## src/rtl/uart_gram_tx.sv

```systemverilog
// uart_gram_tx: reads GRAM character cells and sends each as an 8N1 char/addr-lo/addr-hi frame
module uart_gram_tx #(
  parameter int clk_hz = 50_000_000,
  parameter int bps = 115_200,
  parameter int CLKS_PER_BIT = clk_hz / bps
) (
  input  logic        clk,
  input  logic        rst,
  input  logic        start,
  input  logic [11:0] start_address,
  input  logic [12:0] count,
  output logic [11:0] gram_read_address,
  output logic        gram_read_enable,
  input  logic [6:0]  gram_read_data,
  output logic        txd,
  output logic        busy,
  output logic        done
);
  localparam int CW = CLKS_PER_BIT > 1 ? $clog2(CLKS_PER_BIT) : 1;
  typedef enum logic [2:0] {IDLE, READ, WAIT, LOAD, SEND, NEXT} state_t;
  state_t state;
  logic [11:0] addr;
  logic [12:0] remaining;
  logic [CW-1:0] baud;
  logic [3:0] bit_idx;
  logic [1:0] byte_idx;
  logic [6:0] char_q;
  logic [23:0] frame;
  // Sequencer: fetch a cell, build its 3-byte frame, shift it out LSB first, advance
  always_ff @(posedge clk) begin
    if (rst) begin
      state <= IDLE;
      addr <= '0;
      remaining <= '0;
      baud <= '0;
      bit_idx <= '0;
      byte_idx <= '0;
      char_q <= '0;
      frame <= '0;
      gram_read_address <= '0;
      gram_read_enable <= 1'b0;
      txd <= 1'b1;
      busy <= 1'b0;
      done <= 1'b0;
    end else begin
      done <= 1'b0;
      gram_read_enable <= 1'b0;
      case (state)
        IDLE: if (start) begin
          if (count != '0) begin
            addr <= start_address;
            remaining <= count;
            busy <= 1'b1;
            gram_read_address <= start_address;
            gram_read_enable <= 1'b1;
            state <= READ;
          end else done <= 1'b1;
        end
        READ: state <= WAIT;
        // read data is only valid in the cycle after the strobe, so capture it here
        WAIT: begin
          char_q <= gram_read_data;
          state <= LOAD;
        end
        LOAD: begin
          frame <= {4'b0, addr[11:8], addr[7:0], 1'b0, char_q};
          byte_idx <= '0;
          bit_idx <= '0;
          baud <= '0;
          txd <= 1'b0;
          state <= SEND;
        end
        SEND: if (baud == CW'(CLKS_PER_BIT - 1)) begin
          baud <= '0;
          if (bit_idx == 4'd9) begin
            if (byte_idx == 2'd2) state <= NEXT;
            else begin
              byte_idx <= byte_idx + 1'b1;
              frame <= {8'b0, frame[23:8]};
              bit_idx <= '0;
              txd <= 1'b0;
            end
          end else begin
            bit_idx <= bit_idx + 1'b1;
            txd <= bit_idx == 4'd8 ? 1'b1 : frame[bit_idx[2:0]];
          end
        end else baud <= baud + 1'b1;
        NEXT: begin
          remaining <= remaining - 1'b1;
          addr <= addr + 1'b1;
          if (remaining == 13'd1) begin
            done <= 1'b1;
            busy <= 1'b0;
            state <= IDLE;
          end else begin
            gram_read_address <= addr + 1'b1;
            gram_read_enable <= 1'b1;
            state <= READ;
          end
        end
        default: state <= IDLE;
      endcase
    end
  end
endmodule

```

## config.mk

```make
export PLATFORM = sky130hd
export DESIGN_NAME = uart_gram_tx
export DESIGN_NICKNAME = d
export VERILOG_FILES = /design/src/rtl/uart_gram_tx.sv
export SDC_FILE = /design/constraint.sdc
export NUM_CORES = 1
export LEC_CHECK = 0
export ABC_AREA = 0
export CORE_UTILIZATION = 50
export CTS_CLUSTER_DIAMETER = 100
export CTS_CLUSTER_SIZE = 12
export DETAILED_ROUTE_END_ITERATION = 8
export GPL_ROUTABILITY_DRIVEN = 0
export GPL_TIMING_DRIVEN = 0
export HOLD_SLACK_MARGIN = 0.06
export MAX_ROUTING_LAYER = met4
export PLACE_DENSITY = 0.75
export SLEW_MARGIN = 20
export SYNTH_ARGS = -nofsm -noshare
export SYNTH_HDL_FRONTEND = slang
export SYNTH_SLANG_ARGS = --single-unit
```

## constraint.sdc

```tcl
create_clock -name clk -period 1.7 [get_ports clk]
set_clock_uncertainty 0.05 [all_clocks]
set_input_delay 0.34 -clock clk [delete_from_list [all_inputs] [get_ports clk]]
set_output_delay 0.34 -clock clk [all_outputs]
set_load 0.03 [all_outputs]
```

==> impl_metrics.yaml <==
floorplan:
  num_rows: 33
  start_util_pct: 52.7
  fp.dieW_um: 96.0
  core_area_mm2: 0.00838
  die_y_um: 96.0
  ioPinCount: 51
  dieArea_mm2: 0.00921
route:
  detail-route-antenna-nets: 0
  totalWireLength_um: 15000
  firstDrtPassIters: 8
  drt_iter0_drc: 312
  avgRoutedWirePerCell_um: 20.4
  drt-vias-per-instance: 6.25
  vias: 4593
  drc: 0
setup_path:
  rr_worst_depth: 10
  startpoint_type: "flop"
  cp_max_fo: 3
  reg2reg_slack_ns: -0.14
  cp.arrival_ns: 2.10
  r2r_start: "byte_idx[0]$_SDFFE_PP0P_"
  end_kind: "flop"
  critical_path_class: "flop to flop"
  r2r_end: "byte_idx[1]$_SDFFE_PP0P_"
  crit_required_ns: 1.96
min_path:
  hold_path_class: "input port to flop"
  holdPathStages: 3
  hold_path_end: "remaining[12]$_SDFFE_PP0P_"
  hold_path.startpoint: "count[12]"
final_layout:
  finish.utilization_pct: 76.4
  finalNetCount: 669
  synthToLayoutAreaGrowth_pct: 44.9
  fillers: 541
  design_area_mm2: 0.00640
  drive_above_1_share_pct: 37.1
  layout_common_cells: "dfxtp_1, nand2_1, nor2_1"
  layout_commonest_cell: "dfxtp_1"
  insertedDiodeCount: 0
synthesis:
  yosys-top-cells-area: "dfxtp_1, nor2_1, nand2_1"
  synthCells: 513
  synth_top_area_share_pct: 39.0
  synth.avg_cell_area_um2: 8.61
  synthArstFlopShare_pct: 0
  syn_area_mm2: 0.00442
  synth_flop_cell: "dfxtp_1"
  ys_warn_count: 0
  seq_area_frac_synth_pct: 39.0
  syn_nets: 557
  synth_area_leader_cell: "dfxtp_1"
  synth.distinct_cells: 72
  ys_seq_elements: 86
  synth_edf_count: 0
clock_tree:
  holdBufCountCts: 0
  cts.sinks: 86
  cts-root-buf: "clkbuf_8"
  cts_inserted_buffers: 9
  htree_levels: 3
  clock_path_buffers: 2
  cts_tree: "built"
  clock_latency_ns: 0.38
  clk_pin_slew_ns: 0.10
run_status:
  violations: "negative setup slack"
  status: "complete, but fails checks"
sta:
  slew_headroom_pct: 48.7
  min_period_ns: 1.84
  setup_viol: 46
  tightest_slew_ns: 0.769
  slew_viol_final: 0
  fin_ws_ns: -0.145
  fin_crit_sh_pct: 109
  rsz0062_at_grt: "true"
  fmax_mhz: 542
  hold_viol_final: 0
placed_design:
  pre_cts_ws_ns: -0.753
  place_area_mm2: 0.00506
  dp.final_hpwl_um: 8250
  port_buffers: 49
power:
  vdd_drop_max_mv: 0.613
  powerDensity_mw_per_mm2: 945
  leakagePower_nw: 2.36
  total_power_w: 0.00605
global_route:
  grt_pass1_wl_um: 21300
  grt_usage_pct: 31.4
  grt_max_degree: 18
  grt_pass1_vias: 4329
  overflow: 0
  antenna_found_initial: 0
run:
  maxCapViolCount: 0
## how the worst max path moves through the flow
stage	from	end	slack, ns	cells after the start
floorplan	baud[6]$_SDFFE_PP0P_	baud[5]$_SDFFE_PP0P_	0.0002	7
global placement	count[0]	addr[2]$_SDFFE_PP0P_	-0.69	7
detailed placement	count[0]	addr[2]$_SDFFE_PP0P_	-0.75	7
CTS	baud[6]$_SDFFE_PP0P_	baud[5]$_SDFFE_PP0P_	-0.04	6
global route	byte_idx[0]$_SDFFE_PP0P_	byte_idx[1]$_SDFFE_PP0P_	-0.20	10
finish	byte_idx[0]$_SDFFE_PP0P_	byte_idx[1]$_SDFFE_PP0P_	-0.14	10
## synthesized netlist by cell type (3+ instances only)
master,count
mux2i_1,14
nor4_2,3
o21ai_0,19
buf_6,8
nor4_1,5
nand2_1,58
xnor2_1,6
and2_1,3
a31oi_1,10
buf_1,3
and3_1,4
clkbuf_1,13
nand3_1,13
nor3_1,9
nand2b_1,7
a22oi_1,7
a21oi_1,36
xor2_1,6
buf_2,5
nor2_1,69
or4_1,4
buf_4,6
o2bb2ai_1,5
nand4_1,9
nor3b_1,4
nand3b_1,11
ha_1,9
o311ai_0,3
inv_1,9
a41oi_1,3
a311oi_1,14
dfxtp_1,86
## critical path, cell delays in order (launching register included)
cell and delay (ns):
dfxtp_2 0.36, inv_2 0.05, ha_4 0.16, nor4bb_4 0.29, buf_4 0.15, nand4_1 0.12
buf_6 0.18, buf_6 0.12, nor2_4 0.11, a31oi_4 0.04, nor2_2 0.13
## state kept, by name (all words and copies together), names as in the netlist
signal             count
char_q                 7
baud                   9
state                  3
gram_read_address     12
done                   1
gram_read_enable       1
byte_idx               2
frame                 20
bit_idx                4
busy                   1
txd                    1
remaining             13
addr                  12
## kinds of logic (layout without fill, tap and decap cells)
kind of cell	Yosys count	count (layout)	synth area share [%]
AND/OR/NAND/NOR	223	223	26.9
buffers and inverters	46	163	6.23
multiplexers	16	16	4.19
flip-flops	86	86	39.0
AO/OA/AOI/OAI	121	121	18.8
adder cells (fa/ha/maj)	9	9	2.55
XOR/XNOR	12	12	2.38
## power by group
group	internal [W]	switching [W]	total, W
clock	0.000568	0.000889	0.00146
sequential	0.00223	0.000249	0.00247
combinational	0.00101	0.00111	0.00212
total	0.00381	0.00224	0.00605
## cell type report
type	count	area, µm²	share of cell area, %
multi-input cells	381	3000	46.8
flip-flops and latches	86	1760	27.5
repair buffers	107	1020	15.9
plain buffers	31	270	4.22
well taps	105	131	2.05
clock inverters	7	63.8	0.997
inverters	9	33.8	0.528
clock buffers	9	124	1.94
## stage by stage
| stage | instances | hold slack (ns) | TNS (ns) |
|---|---|---|---|
| after CTS | 718 | 0.256 | -0.138 |
| after global placement | 667 | 0.398 | -26.61 |
| after detailed placement | 667 | 0.398 | -29.58 |
| after global routing | 735 | 0.252 | -5.47 |
| final | 735 | 0.241 | -2.45 |
| after floorplan | 513 | 0.398 | 0 |
## routing by layer
layer / vias up / share of wire [%] / track usage (%)
met5: - / 0 / -
met4: 0 / 3.2 / 12.7
met3: 56 / 7.5 / 6.95
met2: 225 / 50 / 50.7
met1: 2220 / 39 / 38.1
li1: 2092 / - / -
## timing repair
item	in CTS	in global routing
pin swaps	30	48
resized for setup	117	127
setup endpoints to repair	91	81
buffers inserted	35	17
cloned	4	2
(Power assumes the default switching activity.)
